`config.mk`:
```
export PLATFORM = sky130hd
export DESIGN_NAME = rob_queue
export DESIGN_NICKNAME = d
export VERILOG_FILES = /design/src/rtl/rob_queue_pkg.sv /design/src/rtl/rob_wrap_ptr.sv /design/src/rtl/rob_queue.sv
export SDC_FILE = /design/constraint.sdc
export NUM_CORES = 1
export LEC_CHECK = 0
export CAP_MARGIN = 25
export CORE_AREA = 2 2 230 232
export DETAILED_ROUTE_END_ITERATION = 10
export DIE_AREA = 0 0 232 234
export GPL_ROUTABILITY_DRIVEN = 0
export SKIP_CTS_REPAIR_TIMING = 1
export SLEW_MARGIN = 15
export SYNTH_ARGS = -nofsm -noshare
export SYNTH_HDL_FRONTEND = slang
export SYNTH_SLANG_ARGS = --single-unit
```
`constraint.sdc`:
```
create_clock -name clk -period 10.33 [get_ports clk]
set_clock_uncertainty 0.2 [all_clocks]
set_input_delay 1.5495 -clock clk [delete_from_list [all_inputs] [get_ports clk]]
set_output_delay 1.5495 -clock clk [all_outputs]
set_load 0.01 [all_outputs]
```
`src/rtl/rob_queue_pkg.sv`:
```
// Shared definitions for the writeback reorder buffer: sizing helper and record field offsets.
// The writeback stage builds its completion records from the same offsets.
package rob_queue_pkg;

  localparam int INFO_LENGTH  = 20;
  localparam int REGISTER_NUM = 32;
  localparam int ROB_NUM      = 16;

  localparam int SKIP_BIT   = 0;
  localparam int SO_BIT     = 1;
  localparam int INFO_START = 2;

  function automatic int clogb(input int value);
    int w;
    w = 0;
    for (int i = 0; i < 31; i++) begin
      if ((1 << i) < value) w = i + 1;
    end
    return w;
  endfunction

  function automatic int info_end(input int info_length);
    return INFO_START + info_length - 1;
  endfunction

  function automatic int req_addr_start(input int info_length);
    return INFO_START + info_length;
  endfunction

  function automatic int req_addr_end(input int info_length, input int register_width);
    return INFO_START + info_length + register_width - 1;
  endfunction

  function automatic int ready_bit(input int info_length, input int register_width);
    return INFO_START + info_length + register_width;
  endfunction

endpackage

```
`src/rtl/rob_wrap_ptr.sv`:
```
// Incrementing pointer with an extra wrap bit; used for both head and tail of the ROB.
module rob_wrap_ptr #(
  parameter int width = 5
) (
  input  logic             clk,
  input  logic             rst,
  input  logic             en_i,
  output logic [width-1:0] ptr_o
);

  logic [width-1:0] ptr_q, ptr_d;

  always_comb begin
    ptr_d = ptr_q;
    if (en_i) ptr_d = ptr_q + width'(1);
  end

  always_ff @(posedge clk or negedge rst) begin
    if (!rst) ptr_q <= '0;
    else      ptr_q <= ptr_d;
  end

  assign ptr_o = ptr_q;

endmodule

```
`src/rtl/rob_queue.sv`:
```
// Per-order-id reorder buffer: in-order allocation, out-of-order completion, in-order pop,
// with automatic retirement of skip markers at the head.
module rob_queue
  import rob_queue_pkg::*;
#(
  parameter  int info_length     = INFO_LENGTH,
  parameter  int register_num    = REGISTER_NUM,
  parameter  int rob_num         = ROB_NUM,
  localparam int register_width  = clogb(register_num),
  localparam int rob_width       = clogb(rob_num),
  localparam int rob_data_length = 1 + register_width + info_length + 1 + 1
) (
  input  logic                       clk,
  input  logic                       rst,
  input  logic                       alloc_req_i,
  output logic                       alloc_gnt_o,
  output logic [rob_width-1:0]       alloc_entry_o,
  output logic                       rob_full_o,
  output logic                       rob_empty_o,
  output logic [rob_width:0]         rob_count_o,
  input  logic [rob_data_length-1:0] wr1_data_i,
  input  logic [rob_width-1:0]       wr1_addr_i,
  input  logic                       wr1_en_i,
  input  logic                       rd1_en_i,
  output logic [rob_data_length-1:0] rd_data_o,
  output logic                       rob_err_o
);

  localparam int RDY = ready_bit(info_length, register_width);

  logic [rob_width:0]         head_ptr, tail_ptr, count;
  logic [rob_width-1:0]       head_idx, tail_idx;
  logic [rob_num-1:0]         alloc_v_q, alloc_v_d, done_v_q, done_v_d;
  logic                       err_q, err_d;
  logic [rob_data_length-1:0] mem [rob_num];
  logic [rob_data_length-1:0] head_rec;
  logic                       full, gnt, wr_ok, hv, ready, skip, retire;

  rob_wrap_ptr #(.width(rob_width + 1)) u_head_ptr (
    .clk(clk), .rst(rst), .en_i(retire), .ptr_o(head_ptr)
  );

  rob_wrap_ptr #(.width(rob_width + 1)) u_tail_ptr (
    .clk(clk), .rst(rst), .en_i(gnt), .ptr_o(tail_ptr)
  );

  assign head_idx = head_ptr[rob_width-1:0];
  assign tail_idx = tail_ptr[rob_width-1:0];
  assign count    = tail_ptr - head_ptr;
  assign full     = (count == (rob_width + 1)'(rob_num));

  // Grant uses only registered fullness, and is held low while reset is asserted.
  assign gnt   = alloc_req_i & ~full & rst;
  assign wr_ok = wr1_en_i & alloc_v_q[wr1_addr_i] & ~done_v_q[wr1_addr_i];

  assign head_rec = mem[head_idx];
  assign hv       = alloc_v_q[head_idx] & done_v_q[head_idx];
  assign ready    = hv & head_rec[RDY];
  assign skip     = hv & ~head_rec[RDY] & head_rec[SKIP_BIT];
  // Pop and skip are exclusive through the ready bit, so at most one retire per cycle.
  assign retire   = (rd1_en_i & ready) | skip;

  always_comb begin
    alloc_v_d = alloc_v_q;
    done_v_d  = done_v_q;
    err_d     = err_q | (wr1_en_i & ~wr_ok) | (rd1_en_i & ~ready);
    if (wr_ok) done_v_d[wr1_addr_i] = 1'b1;
    if (retire) alloc_v_d[head_idx] = 1'b0;
    if (gnt) begin
      alloc_v_d[tail_idx] = 1'b1;
      done_v_d[tail_idx]  = 1'b0;
    end
  end

  always_ff @(posedge clk or negedge rst) begin
    if (!rst) begin
      alloc_v_q <= '0;
      done_v_q  <= '0;
      err_q     <= 1'b0;
    end else begin
      alloc_v_q <= alloc_v_d;
      done_v_q  <= done_v_d;
      err_q     <= err_d;
    end
  end

  // A granted tail is never writable in the same cycle, so the two writes never collide.
  always_ff @(posedge clk) begin
    if (gnt)   mem[tail_idx]   <= '0;
    if (wr_ok) mem[wr1_addr_i] <= wr1_data_i;
  end

  assign alloc_gnt_o   = gnt;
  assign alloc_entry_o = tail_idx;
  assign rob_full_o    = full;
  assign rob_empty_o   = (count == '0);
  assign rob_count_o   = count;
  assign rd_data_o     = ready ? head_rec : '0;
  assign rob_err_o     = err_q;

endmodule

```
==> run summary <==
=======================================================================================
Worst Hold End ...........................................................    rob_err_o
Post-synthesis instance area .............................................  23000 sq um
FP Rows ..................................................................           84
Reg2reg path depth .......................................................            9
Type of the worst min-delay path .........................................      reg2reg
Area growth from synthesis to layout .....................................        13.4%
Placed wire-length estimate after detailed placement .....................     32800 um
Cell at the root of the clock tree ....................................... sky130_fd_sc_hd__clkbuf_16
Reg2reg end .............................................................. alloc_v_q[7]
Critical Path AT .........................................................      4.57 ns
Clock buffers created by TritonCTS .......................................           51
Sequential cell area .....................................................  14500 sq um
Most common flop cell mapped by yosys .................................... sky130_fd_sc_hd__edfxtp_1
Relative slew margins ....................................................        0.303
Number of hold violations in the final report ............................            0
Startpoint of the worst register-to-register path ........................ u_head_ptr.ptr_o[1]
Number of standard cells after synthesis .................................         1467
Number of buffers on the longest clock path ..............................            3
Total negative slack for setup checks ....................................         0 ns
First-pass GRT wire length ...............................................     88600 um
Count of input and output buffers ........................................           77
Maximum vdd drop .........................................................   0.000186 V
Number of violations reported at the end of detailed-routing iteration 0 .         1211
Power density over cell area .............................................  216 nW/um^2
CP Capture Type .......................................................... primary output
Starting utilization of the core area ....................................        0.443
H-tree depth reported by CTS .............................................            2
Core area ................................................................  52000 sq um
Pre-antenna DRT Iters ....................................................            5
Total of fill cells in the finished design ...............................         4320
Largest net degree at the start of global routing ........................          101
Via count of the first global-routing pass ...............................        13000
Net total in the final layout ............................................         1555
Most frequent standard cell in the layout excluding fill and tap cells ... sky130_fd_sc_hd__edfxtp_1
Cell area after layout ...................................................  26100 sq um
Via-per-instance ratio ...................................................         5.70
Number of max-capacitance violations reported ............................            0
Number of flip-flops and latches in the synthesized netlist ..............          491
Clock-pin slew on the worst setup and hold paths .........................      0.06 ns
CTS tree .................................................................        built
Sinks on Clock Net .......................................................          491
Number of nets produced by synthesis .....................................         1517
Total leakage power ......................................................      9.04 nW
Critical path fanouts, max ...............................................           54
Cell depth of the worst min-delay path ...................................            2
Initial antenna violation count ..........................................            2
Share of the cycle needed by the critical path after routing .............        0.611
Final count of pins violating max slew ...................................            0
EDFF count, synth ........................................................          448
Required time of the worst setup path ....................................      8.58 ns
Shortest period the worst path allows ....................................      6.31 ns
Mean routed wirelength per cell ..........................................      26.9 um
Reg-to-reg setup timing slack ............................................      5.91 ns
Wire length reported by the detailed router ..............................     60100 um
Global-route total usage across every layer ..............................        0.228
Worst-Margin Slew ........................................................      1.04 ns
Launch point of the critical path ........................................ u_head_ptr.ptr_o[1]
Total placed instance area ...............................................  24500 sq um
Startpoint class of the critical path ....................................    flip-flop
Per-instance average area after synthesis ................................   15.7 sq um
Number of DRC violations after detailed routing ..........................            0
Die span in x ............................................................       232 um
Total I/O pin count ......................................................           78
Final setup violation count ..............................................            0
Async SR Flop Fraction ...................................................       0.0876
Antenna diodes ...........................................................            0
Share of cells above drive strength 1 ....................................        0.200
Unique masters post-synth ................................................           52
Crit path kind ...........................................................      reg2out
Count of vias placed by the detailed router ..............................        12700
Footprint of the multi-input gates .......................................   7950 sq um
Yosys warns ..............................................................            0
Antenna-violating nets left ..............................................            0
Remaining global-route overflow ..........................................            0
Upper clock frequency limit ..............................................      158 MHz
Clock latency on the worst-skew pair .....................................      0.60 ns
Outcome .................................................................. complete, no violations
Commonest cells after routing, fill and taps aside ....................... 448 x sky130_fd_sc_hd__edfxtp_1, 422 x sky130_fd_sc_hd__and2_1, 154 x sky130_fd_sc_hd__mux4_2
Vertical extent of the die ...............................................       234 um
Total Die Area ...........................................................  54300 sq um
Post-synthesis sequential area ratio .....................................        0.631
Worst Min Path Start .....................................................    rob_err_o
Unrepaired setup endpoints after global routing ..........................        false
=======================================================================================
[stage by stage]
stage,hold slack [ns],worst slack (ns),utilization,total power [mW],cells
after global routing,0.305,3.83,0.502,5.86,2231
after floorplan,0.261,4.63,-,3.44,1467
after global placement,0.263,4.52,0.470,3.88,2138
after CTS,0.288,3.98,0.502,5.69,2231
after detailed placement,0.260,4.51,0.471,3.90,2140
final,0.287,4.02,0.502,5.64,2231
[layer usage]
metal / wire length [um] / global-route usage
met1: 24800 / 0.301
met2: 30000 / 0.386
met3: 3780 / 0.0454
met4: 1510 / 0.0629
met5: 13 / 0
[flip-flops by register name (all words and copies together), names as in the netlist]
signal and flops:
mem 448, alloc_v_q 16, done_v_q 16, u_head_ptr.ptr_o 5
u_tail_ptr.ptr_o 5, rob_err_o 1
[cell type report]
| class | instances | area share |
|---|---|---|
| Clock inverter | 29 | 0.00997 |
| Timing Repair Buffer | 117 | 0.0423 |
| Multi-Input combinational cell | 831 | 0.305 |
| Sequential cell | 491 | 0.557 |
| Inverter | 13 | 0.00187 |
| Tap cell | 688 | 0.0330 |
| Clock buffer | 62 | 0.0513 |
[cell usage after synthesis (3+ instances only)]
library cell	instances	area share
sky130_fd_sc_hd__edfxtp_1	448	0.58
sky130_fd_sc_hd__and2_1	422	0.11
sky130_fd_sc_hd__mux4_2	154	0.15
sky130_fd_sc_hd__clkbuf_1	75	0.012
sky130_fd_sc_hd__dfrtp_1	43	0.047
sky130_fd_sc_hd__nand2_1	39	0.0064
sky130_fd_sc_hd__nor2b_1	32	0.0087
sky130_fd_sc_hd__and3_1	29	0.0079
sky130_fd_sc_hd__buf_2	22	0.0048
sky130_fd_sc_hd__nand3_1	19	0.0041
sky130_fd_sc_hd__buf_4	14	0.0046
sky130_fd_sc_hd__o21a_1	14	0.0046
sky130_fd_sc_hd__o31ai_1	14	0.0046
sky130_fd_sc_hd__ha_1	12	0.0065
sky130_fd_sc_hd__inv_1	12	0.0020
sky130_fd_sc_hd__o21ai_0	11	0.0024
sky130_fd_sc_hd__buf_6	10	0.0049
sky130_fd_sc_hd__nor2_1	10	0.0016
sky130_fd_sc_hd__a22oi_1	8	0.0026
sky130_fd_sc_hd__buf_1	8	0.0013
sky130_fd_sc_hd__xnor2_1	8	0.0030
sky130_fd_sc_hd__a31oi_1	6	0.0016
sky130_fd_sc_hd__nor2_2	5	0.0014
sky130_fd_sc_hd__nor3_1	5	0.0011
sky130_fd_sc_hd__nor3b_1	5	0.0016
sky130_fd_sc_hd__a21oi_1	3	0.00065
sky130_fd_sc_hd__clkbuf_2	3	0.00065
sky130_fd_sc_hd__xor2_1	3	0.0011
[power breakdown]
part / switching, mW / internal [mW]
Combinational: 0.689 / 0.668
Sequential: 0.145 / 2.34
Clock: 0.776 / 1.02
Total: 1.61 / 4.03
[worst max-delay path by stage]
| stage | to |
|---|---|
| after floorplan | mem[8][0] |
| after global placement | mem[4][12] |
| after detailed placement | mem[4][17] |
| after CTS | rd_data_o[23] |
| after global routing | rd_data_o[11] |
| final | rd_data_o[7] |
[logic make-up after synthesis]
family / count (synthesis) / share of synthesized area
fa+ha+maj: 13 / 0.00739
xor+xnor: 11 / 0.00419
flops: 491 / 0.631
buf+inv: 145 / 0.0305
simple gates: 583 / 0.154
mux: 158 / 0.153
compound gates: 66 / 0.0205
[critical path, stage by stage (launching register included)]
cell,delay [ns]
sky130_fd_sc_hd__dfrtp_4,0.70
sky130_fd_sc_hd__buf_4,0.72
sky130_fd_sc_hd__buf_4,0.79
sky130_fd_sc_hd__mux4_2,0.42
sky130_fd_sc_hd__mux4_2,0.53
sky130_fd_sc_hd__nor2b_1,0.16
sky130_fd_sc_hd__clkdlybuf4s50_1,0.49
(Power assumes the default switching activity.)
